[src/rtl/ramd64_fifo_ctrl_if.sv]
// ---------------------------------------------------------------------------
// ramd64_fifo_ctrl_if
// Request/status bundle between a FIFO user and the RAMD64 FIFO controller.
//   clr          : synchronous flush request
//   wr_en        : write request (data goes straight to the RAM I pins)
//   rd_en        : read request, pops the head word
//   wadr / radr  : 6-bit write / read addresses to the RAM array
//   we           : RAM write enable (combinational, accepted write)
//   full, empty  : occupancy flags
//   count        : occupancy 0..64
//   almost_full  : count >= AF_LEVEL
//   almost_empty : count <= AE_LEVEL
//   overflow     : sticky, set by a rejected write
//   underflow    : sticky, set by a read of an empty FIFO
// master = FIFO user, slave = controller.
// ---------------------------------------------------------------------------
interface ramd64_fifo_ctrl_if;
  logic       clr;
  logic       wr_en;
  logic       rd_en;
  logic [5:0] wadr;
  logic [5:0] radr;
  logic       we;
  logic       full;
  logic       empty;
  logic [6:0] count;
  logic       almost_full;
  logic       almost_empty;
  logic       overflow;
  logic       underflow;

  modport master (
    output clr, wr_en, rd_en,
    input  wadr, radr, we, full, empty, count,
    input  almost_full, almost_empty, overflow, underflow
  );

  modport slave (
    input  clr, wr_en, rd_en,
    output wadr, radr, we, full, empty, count,
    output almost_full, almost_empty, overflow, underflow
  );
endinterface

[src/rtl/ramd64_fifo_ctrl.sv]
// ---------------------------------------------------------------------------
// ramd64_fifo_ctrl
// Pointer/flag controller that turns a 64-deep array of RAMD64 cells (one
// cell per data bit) into a first-word-fall-through FIFO. The head word is
// always visible at the array O pins (addressed by radr) while empty=0.
//
// Parameters
//   AF_LEVEL : almost_full asserts when count >= AF_LEVEL (1..63)
//   AE_LEVEL : almost_empty asserts when count <= AE_LEVEL (0..62)
// Ports
//   clk   : single clock, all state changes on its rising edge
//   rst_n : asynchronous active-low reset
//   bus   : request/status bundle (slave side), see ramd64_fifo_ctrl_if
// ---------------------------------------------------------------------------
module ramd64_fifo_ctrl #(
  parameter int AF_LEVEL = 56,
  parameter int AE_LEVEL = 8
) (
  input logic                clk,
  input logic                rst_n,
  ramd64_fifo_ctrl_if.slave  bus
);

  localparam logic [6:0] AF_THR = 7'(AF_LEVEL);
  localparam logic [6:0] AE_THR = 7'(AE_LEVEL);
  localparam logic [6:0] DEPTH  = 7'd64;

  logic [6:0] wr_ptr;
  logic [6:0] rd_ptr;
  logic [6:0] count_q;
  logic [6:0] count_nxt;
  logic       full_q;
  logic       empty_q;
  logic       af_q;
  logic       ae_q;
  logic       ovf_q;
  logic       udf_q;
  logic       rd_ok;
  logic       wr_ok;

  // Request acceptance. A read needs data and no flush; a write needs room,
  // except that a full FIFO can take a write in the same cycle as a pop,
  // because the popped slot is exactly the one being overwritten.
  always_comb begin
    rd_ok     = bus.rd_en & ~empty_q & ~bus.clr;
    wr_ok     = bus.wr_en & ~bus.clr & (~full_q | rd_ok);
    count_nxt = count_q;
    case ({wr_ok, rd_ok})
      2'b10:   count_nxt = count_q + 7'd1;
      2'b01:   count_nxt = count_q - 7'd1;
      default: count_nxt = count_q;
    endcase
  end

  // Pointers, occupancy and flags. The flags are registered copies of the
  // next count, so they line up with count on every edge. The 7-bit
  // pointers let full (MSBs differ) be told apart from empty (MSBs equal)
  // when the 6-bit addresses coincide.
  always_ff @(posedge clk or negedge rst_n) begin
    if (!rst_n) begin
      wr_ptr  <= '0;
      rd_ptr  <= '0;
      count_q <= '0;
      full_q  <= 1'b0;
      empty_q <= 1'b1;
      af_q    <= 1'b0;
      ae_q    <= 1'b1;
      ovf_q   <= 1'b0;
      udf_q   <= 1'b0;
    end else if (bus.clr) begin
      wr_ptr  <= '0;
      rd_ptr  <= '0;
      count_q <= '0;
      full_q  <= 1'b0;
      empty_q <= 1'b1;
      af_q    <= 1'b0;
      ae_q    <= 1'b1;
      ovf_q   <= 1'b0;
      udf_q   <= 1'b0;
    end else begin
      if (wr_ok) begin
        wr_ptr <= wr_ptr + 7'd1;
      end
      if (rd_ok) begin
        rd_ptr <= rd_ptr + 7'd1;
      end
      count_q <= count_nxt;
      full_q  <= (count_nxt == DEPTH);
      empty_q <= (count_nxt == 7'd0);
      af_q    <= (count_nxt >= AF_THR);
      ae_q    <= (count_nxt <= AE_THR);
      if (bus.wr_en && !wr_ok) begin
        ovf_q <= 1'b1;
      end
      if (bus.rd_en && empty_q) begin
        udf_q <= 1'b1;
      end
    end
  end

  // The RAM captures on the same edge the write pointer advances. Gating
  // with rst_n kills a write the moment reset is asserted, even though the
  // request inputs themselves are still active.
  assign bus.we           = wr_ok & rst_n;
  assign bus.wadr         = wr_ptr[5:0];
  assign bus.radr         = rd_ptr[5:0];
  assign bus.count        = count_q;
  assign bus.full         = full_q;
  assign bus.empty        = empty_q;
  assign bus.almost_full  = af_q;
  assign bus.almost_empty = ae_q;
  assign bus.overflow     = ovf_q;
  assign bus.underflow    = udf_q;

endmodule

[src/flat_wrapper.sv]
// flat-port wrapper written by rule: the top's interface ports become plain ports
module ramd64_fifo_ctrl_flat 
#(
  parameter int AF_LEVEL = 56,
  parameter int AE_LEVEL = 8
)
  (clk, rst_n, bus_clr, bus_wr_en, bus_rd_en, bus_wadr, bus_radr, bus_we, bus_full, bus_empty, bus_count, bus_almost_full, bus_almost_empty, bus_overflow, bus_underflow);
  ramd64_fifo_ctrl_if bus_i ();
  input logic clk;
  input logic rst_n;
  input wire logic [$bits(bus_i.clr)-1:0] bus_clr;
  input wire logic [$bits(bus_i.wr_en)-1:0] bus_wr_en;
  input wire logic [$bits(bus_i.rd_en)-1:0] bus_rd_en;
  output wire logic [$bits(bus_i.wadr)-1:0] bus_wadr;
  output wire logic [$bits(bus_i.radr)-1:0] bus_radr;
  output wire logic [$bits(bus_i.we)-1:0] bus_we;
  output wire logic [$bits(bus_i.full)-1:0] bus_full;
  output wire logic [$bits(bus_i.empty)-1:0] bus_empty;
  output wire logic [$bits(bus_i.count)-1:0] bus_count;
  output wire logic [$bits(bus_i.almost_full)-1:0] bus_almost_full;
  output wire logic [$bits(bus_i.almost_empty)-1:0] bus_almost_empty;
  output wire logic [$bits(bus_i.overflow)-1:0] bus_overflow;
  output wire logic [$bits(bus_i.underflow)-1:0] bus_underflow;
  assign bus_i.clr = bus_clr;
  assign bus_i.wr_en = bus_wr_en;
  assign bus_i.rd_en = bus_rd_en;
  assign bus_wadr = bus_i.wadr;
  assign bus_radr = bus_i.radr;
  assign bus_we = bus_i.we;
  assign bus_full = bus_i.full;
  assign bus_empty = bus_i.empty;
  assign bus_count = bus_i.count;
  assign bus_almost_full = bus_i.almost_full;
  assign bus_almost_empty = bus_i.almost_empty;
  assign bus_overflow = bus_i.overflow;
  assign bus_underflow = bus_i.underflow;
  ramd64_fifo_ctrl #(.AF_LEVEL(AF_LEVEL), .AE_LEVEL(AE_LEVEL)) u_core (.clk(clk), .rst_n(rst_n), .bus(bus_i));
endmodule
[config.mk]
export PLATFORM = sky130hd
export DESIGN_NAME = ramd64_fifo_ctrl_flat
export DESIGN_NICKNAME = d
export VERILOG_FILES = /design/src/rtl/ramd64_fifo_ctrl_if.sv /design/src/rtl/ramd64_fifo_ctrl.sv /design/src/flat_wrapper.sv
export SDC_FILE = /design/constraint.sdc
export NUM_CORES = 1
export LEC_CHECK = 0
export BUFFER_PORTS_ARGS = -buffer_cell sky130_fd_sc_hd__buf_2
export CAP_MARGIN = 20
export CORE_MARGIN = 3
export CORE_UTILIZATION = 54
export CTS_CLUSTER_SIZE = 12
export DETAILED_ROUTE_END_ITERATION = 10
export PLACE_DENSITY = 0.87
export SETUP_SLACK_MARGIN = 0.05
export SYNTH_ARGS = -nofsm -noshare
export SYNTH_HDL_FRONTEND = slang
export SYNTH_SLANG_ARGS = --single-unit
[constraint.sdc]
create_clock -name clk -period 3.6 [get_ports clk]
set_input_delay 0.72 -clock clk [delete_from_list [all_inputs] [get_ports clk]]
set_output_delay 0.72 -clock clk [all_outputs]
set_load 0.02 [all_outputs]
==> key figures, run 1 <==
Timing
  • Minimum clock period: 3.11 ns
  • Final hold vios: 0
  • Max frequency: 322 MHz
  • RSZ-0062 raised after global routing: no
  • Setup TNS: 0 ns
  • Final WS setup: 0.490 ns
  • Final Skew: 0.00724 ns
  • Slew headroom: 60.7%
  • Setup Viol. Count Final: 0
  • Tcrit/Tclk final: 86.4%
  • Worst-Margin Slew: 0.589 ns
  • Final Max Slew Viols: 0

Clocking
  • Clock sinks: 25
  • CTS Buf Count: 3
  • Worst-Skew Late Latency: 0.31 ns
  • Post-CTS Setup Bufs: 0
  • Post-cts sizing count: 0
  • H-tree level count: 1
  • CTS tree: done
  • Root Buffer Master: clkbuf_4
  • Cts hold-fix bufs: 0
  • Clock slew at reported path FFs: 0.13 ns
  • Clock Path Buffers: 2

Drt
  • Via/cell ratio: 6.00
  • DR iter-0 viols: 58
  • ANT nets after route: 0
  • Vias: 1349
  • Post-DR wirelength/cell: 15.1 um
  • DRT Pass-1 Iters: 4
  • DRC viols: 0
  • Total routed wirelength: 3400 um

Setup path
  • Req. time, crit path: 3.81 ns
  • WS Path Type: in -> reg
  • Register-to-Register Path Depth: 11
  • Critical Path End Type: flop
  • Worst-path maximum fanout: 16
  • Slowest stage delay, CP: 0.62 ns
  • RR Endpoint: u_core.bus.full
  • Crit path DAT: 3.32 ns
  • CP Launch Type: primary input
  • Reg2reg setup slack: 0.52 ns
  • Most frequent CP cell: nand2b_1
  • Cell family with most CP delay: simple AND/OR/NAND/NOR gates
  • Slowest-stage cell, CP: ha_1
  • Sequence of cells on the critical path: buf_2 -> nand2b_1 -> nand2_1 -> and2_0 -> nand2b_1 -> ha_1 -> and4bb_1 -> a311oi_1 -> o211ai_1 -> xnor2_1 -> nor2_1 -> and4_1
  • Worst path bufs/invs: 1
  • Reg2reg start: u_core.bus.empty

Power
  • Net Sw Power: 176 uW
  • Clock share of power: 21.5%
  • Peak supply drop: 0.353 mV
  • Flop pwr share: 56.3%
  • Pleak: 0.000839 uW
  • Overall power: 563 uW
  • Switching fraction of total power: 31.2%
  • Pwr Density: 321 nW/um^2
  • Combinational share of power: 22.2%
  • P_int: 387 uW

Flow run
  • Max Cap Viol: 0

Global routing
  • Gr ovfl total: 0
  • Vias in the first global route: 1339
  • Global-route wire length before repair: 5870 um
  • Antenna violations before repair: 0
  • Largest net degree at the start of global routing: 27
  • Total GRT Usage: 21.4%

Synthesis
  • Post-synth top cells: 23 x dfrtp_1, 20 x nor2_1, 15 x nand2_1
  • Most used flip-flop cell after synthesis: dfrtp_1
  • Synth Area in Simple Gates: 25.7%
  • XOR/XNOR share of the synthesized area: 8.92%
  • Netlist cell types: 53
  • EDFF count, synth: 0
  • Net count after synthesis: 178
  • Seq/Total Area, Yosys: 40.0%
  • YS warnings: 0
  • Largest family of logic cells by synthesized area: simple AND/OR/NAND/NOR gates
  • Top-count cell post-synth: dfrtp_1
  • Post-Synth Adder-Cell Area: 3.98%
  • Average cell area after synthesis: 9.35 um^2
  • Syn Inst Count: 168
  • Synthesized area: 1570 um^2
  • Post-synth top area share: 36.7%
  • FFs w/ async S/R, synth: 100%
  • Post-synthesis mux area share: 0.637%
  • Yosys top cell by area: dfrtp_1
  • Complex-gate fraction of the synthesized area: 16.4%
  • #FFs+latches synth: 25
  • Synth area leaders: dfrtp_1 37%, xor2_1 5.6%, nor2_1 4.8%

Hold path
  • Worst Hold Class: in -> async

Cells and area
  • Area growth, synth to finish: 11.6%
  • FF/Latch Area: 628 um^2
  • Antenna Diode Count: 0
  • Nets: 206
  • Finished Layout Cells: 225
  • Fraction of layout cells with a size suffix above 1: 23.6%
  • Final Cell Area: 1750 um^2
  • Layout filler cell count: 197
  • Multi-input logic area: 873 um^2

Die
  • CORE AREA: 2610 um^2
  • Initial Util: 60.1%
  • Rows: 18
  • Die Span Y: 59.9 um
  • IO Count: 31
  • Die span in x: 59.9 um
  • Total die area: 3590 um^2

Outcome
  • Run status: completed

Place
  • Area of placed instances: 1730 um^2
  • Pre-CTS setup slack: 0.199 ns
  • I/O Buffers: 30
  • RePlAce Congestion: 0.926
  • Cell count after placement: 221
  • Post-DP HPWL: 2480 um
layout make-up:
cell class | instances | share of cell area (%)
Sequential cell | 25 | 35.8
Clock buffer | 4 | 1.50
Timing Repair Buffer | 33 | 9.85
Inverter | 4 | 0.857
Multi-Input combinational cell | 129 | 49.8
Tap cell | 30 | 2.14
registers in the layout, indices dropped and copies added (netlist names):
signal and count:
u_core.bus.almost_empty 1, u_core.bus.almost_full 1, u_core.bus.count 7, u_core.bus.empty 1, u_core.bus.full 1, u_core.bus.overflow 1, u_core.bus.underflow 1, u_core.rd_ptr 6
u_core.wr_ptr 6
cell families after synthesis:
group / count (synthesis)
and+or+nand+nor: 72
buffers and inverters: 14
muxes: 1
adders and majority gates: 5
DFF: 25
xor gates and xnor gates: 16
AOI/OAI and AO/OA: 35
power groups by stage:
stage	Sequential, uW	Clock, uW	Combinational, uW
after CTS	317	123	126
final	317	121	125
after global placement	321	0	121
after global routing	321	135	139
after floorplan	331	0	77.5
after detailed placement	322	0	125
worst reg2reg max path: stages, from the launching register on:
cell,delay (ns)
dfstp_2,0.40
nand2b_1,0.19
nand2_1,0.10
and2_0,0.26
nand2b_1,0.14
ha_1,0.62
and4bb_1,0.27
a311oi_1,0.20
o211ai_1,0.15
xnor2_1,0.33
nor2_1,0.11
and4_1,0.21
through the flow:
step / hold WS (ns) / util, %
finish: 0.359 / 67.1
global route: 0.381 / 67.1
CTS: 0.377 / 67.1
detailed placement: 0.485 / 66.1
global placement: 0.486 / 66.1
floorplan: 0.424 / -
metal layers:
metal | part of all wire [%] | track usage, %
met3 | 3.4 | 3.67
met5 | 0 | 0
met2 | 48 | 35.6
met1 | 47 | 27.7
met4 | 1.6 | 8.23
cells in the final DEF, fill, tap and decap left out, types with 3 or more instances in the layout:
| cell type | n |
|---|---|
| a21oi_1 | 12 |
| buf_2 | 30 |
| buf_4 | 3 |
| clkbuf_4 | 3 |
| dfrtp_1 | 23 |
| ha_1 | 5 |
| inv_1 | 3 |
| nand2_1 | 15 |
| nand2b_1 | 3 |
| nand4_1 | 3 |
| nor2_1 | 20 |
| nor2b_1 | 4 |
| o211ai_1 | 3 |
| o21ai_0 | 4 |
| or3_1 | 3 |
| xnor2_1 | 6 |
| xor2_1 | 10 |
worst max path at each step:
stage                                    to        startpoint  slack, ns  depth (start not counted)
floorplan                   u_core.bus.full           bus_clr       0.38                         13
global placement            u_core.bus.full         bus_rd_en       0.36                         12
detailed placement          u_core.bus.full         bus_rd_en       0.20                         12
CTS                 u_core.bus.almost_empty  u_core.bus.empty       0.54                         11
global route        u_core.bus.almost_empty  u_core.bus.empty       0.21                         11
finish                      u_core.bus.full         bus_rd_en       0.49                         12
No activity file was read; power rests on OpenSTA's default activity.
==> inputs of run 2 (changes only) <==
--- a/config.mk
+++ b/config.mk
@@ -5,6 +5,7 @@
 export SDC_FILE = /design/constraint.sdc
 export NUM_CORES = 1
 export LEC_CHECK = 0
+export ABC_AREA = 1
 export BUFFER_PORTS_ARGS = -buffer_cell sky130_fd_sc_hd__buf_2
 export CAP_MARGIN = 20
 export CORE_MARGIN = 3
==> key figures, run 2 <==
Outcome
  • Run status: completed

Synthesis
  • Most used flip-flop cell after synthesis: dfrtp_1
  • Post-synth top area share: 36.9%
  • Post-synth top cells: 66 x nand2_1, 28 x inv_1, 23 x dfrtp_1
  • Syn Inst Count: 213
  • Average cell area after synthesis: 7.33 um^2
  • Seq/Total Area, Yosys: 40.3%
  • Synth area leaders: dfrtp_1 37%, nand2_1 16%, inv_1 6.7%
  • FFs w/ async S/R, synth: 100%
  • Net count after synthesis: 223
  • EDFF count, synth: 0
  • #FFs+latches synth: 25
  • Top-count cell post-synth: nand2_1
  • YS warnings: 0
  • Netlist cell types: 28
  • Yosys top cell by area: dfrtp_1
  • Synthesized area: 1560 um^2

Setup path
  • Sequence of cells on the critical path: buf_2 -> inv_1 -> nor2_1 -> nand2_1 -> a21oi_2 -> nand2_2 -> ha_1 -> nor2_2 -> nor2_4 -> ha_1 -> inv_1 -> nand2_1 -> inv_1 -> nand2_1 -> nand3_1 -> nand2_1 -> nor2_1 -> nand3_1 -> nor2_1 -> nand2_1 -> o21bai_2
  • Req. time, crit path: 3.86 ns
  • Worst path bufs/invs: 4
  • Slowest stage delay, CP: 0.40 ns
  • Worst-path maximum fanout: 12
  • CP Launch Type: primary input
  • Reg2reg setup slack: 0.70 ns
  • WS Path Type: in -> reg
  • Critical Path End Type: flop
  • Most frequent CP cell: nand2_1
  • Crit path DAT: 3.27 ns
  • Cell family with most CP delay: simple AND/OR/NAND/NOR gates
  • Slowest-stage cell, CP: ha_1

Timing
  • Final Max Slew Viols: 0
  • Tcrit/Tclk final: 83.5%
  • Final Skew: 0.00312 ns
  • Worst-Margin Slew: 0.522 ns
  • Max frequency: 333 MHz
  • Slew headroom: 65.2%
  • Setup TNS: 0 ns
  • Minimum clock period: 3.01 ns
  • Final hold vios: 0
  • RSZ-0062 raised after global routing: no
  • Setup Viol. Count Final: 0

Cells and area
  • Commonest non-fill, non-tap cell in the layout: nand2_1
  • Registers with the most flip-flops: u_core.bus.count (7), u_core.rd_ptr (6), u_core.wr_ptr (6)
  • Layout filler cell count: 224
  • Largest register FFs: 7
  • Area growth, synth to finish: 13.2%
  • Most flops, register: u_core.bus.count
  • Most frequent cells in the layout: 66 x nand2_1, 30 x buf_2, 28 x inv_1
  • Antenna Diode Count: 0
  • Nets: 256
  • Final core occ: 67.6%
  • Fraction of layout cells with a size suffix above 1: 23.7%

Global routing
  • Antenna violations before repair: 0
  • Largest net degree at the start of global routing: 26
  • Gr ovfl total: 0
  • GR Layer Usage met1: 28.5%
  • Global route hottest layer: met2
  • Total GRT Usage: 20.6%
  • Global-route wire length before repair: 5560 um
  • Routing usage on met2: 31.9%
  • Vias in the first global route: 1248
  • Grt met3 use: 3.46%

Die
  • Die Span Y: 59.8 um
  • Rows: 18
  • Total die area: 3570 um^2
  • Initial Util: 59.7%
  • CORE AREA: 2610 um^2
  • Die span in x: 59.8 um
  • IO Count: 31

Clocking
  • CTS tree: done
  • H-tree level count: 1
  • Clock sinks: 25
  • Post-CTS Setup Bufs: 0
  • CTS Buf Count: 3
  • Worst-Skew Late Latency: 0.32 ns
  • Clock Path Buffers: 2
  • Clock slew at reported path FFs: 0.13 ns
  • Cts hold-fix bufs: 0
  • Post-cts sizing count: 0
  • Root Buffer Master: clkbuf_4

Place
  • RePlAce Congestion: 0.890
  • I/O Buffers: 30
  • Post-DP HPWL: 2650 um

Drt
  • DR iter-0 viols: 70
  • Total routed wirelength: 3300 um
  • DRC viols: 0
  • ANT nets after route: 0
  • Post-DR wirelength/cell: 12.0 um
  • Vias: 1439
  • DRT Pass-1 Iters: 4
  • Via/cell ratio: 5.23

Flow run
  • Max Cap Viol: 0

Hold path
  • Worst Hold Class: in -> async

Power
  • Pleak: 0.00103 uW
  • Pwr Density: 377 nW/um^2
  • Peak supply drop: 0.377 mV
-- run 2: cell types whose count changed in the layout (fill, tap and decap cells not counted), moves of 5 or more --
cell	change
xor2_1	-8
inv_1	+25
nand2_2	+5
nand3_1	+18
a21oi_1	-6
nand2_1	+51
-- run 2: final timing paths --
check	startpoint	endpoint	cells after the start
setup / recovery	bus_rd_en	u_core.bus.empty	21
hold / removal	rst_n	u_core.rd_ptr[3]	2
setup reg to reg	u_core.bus.empty	u_core.bus.empty	19
hold reg to reg	u_core.wr_ptr[5]	u_core.wr_ptr[5]	1
max in group asynchronous	rst_n	u_core.bus.empty	2
min in group clk	u_core.wr_ptr[5]	u_core.wr_ptr[5]	1
-- run 2: power breakdown --
group / switching (uW) / internal [uW]
clock network: 79.6 / 43.4
logic: 139 / 70.4
registers: 24.7 / 308
total: 244 / 422
-- run 2: cell families (layout without fill, tap and decap cells) --
| kind of cell | Yosys count | count (layout) | share of synthesized area (%) |
|---|---|---|---|
| fa+ha+maj | 5 | 5 | 4.01 |
| flops | 25 | 25 | 40.3 |
| simple gates | 122 | 122 | 35.7 |
| compound gates | 20 | 20 | 7.70 |
| xor+xnor | 6 | 6 | 3.37 |
| buf+inv | 35 | 67 | 8.98 |
-- run 2: stage by stage --
step	std cells	hold WS (ns)	total power, uW	area (um^2)	setup slack [ns]
floorplan	213	0.424	487	1560	0.694
global placement	271	0.442	543	1740	0.392
detailed placement	271	0.461	548	1740	0.303
CTS	275	0.407	672	1770	0.647
global route	275	0.420	709	1770	0.317
finish	275	0.402	666	1770	0.594
-- run 2: area by class of cell --
class                   count  area, um^2  share of cell area [%]
clock buffers               4        26.3                    1.49
inverters                  31         116                    6.59
multi-input cells         153         792                    44.9
flip-flops and latches     25         628                    35.6
well taps                  30        37.5                    2.13
repair buffers             32         165                    9.36
-- run 2: metal layers --
metal | part of all wire [%] | vias to the layer above
li1 | - | 735
met3 | 5.5 | 4
met2 | 45 | 47
met4 | 1.7 | 0
met1 | 48 | 653
met5 | 0 | -
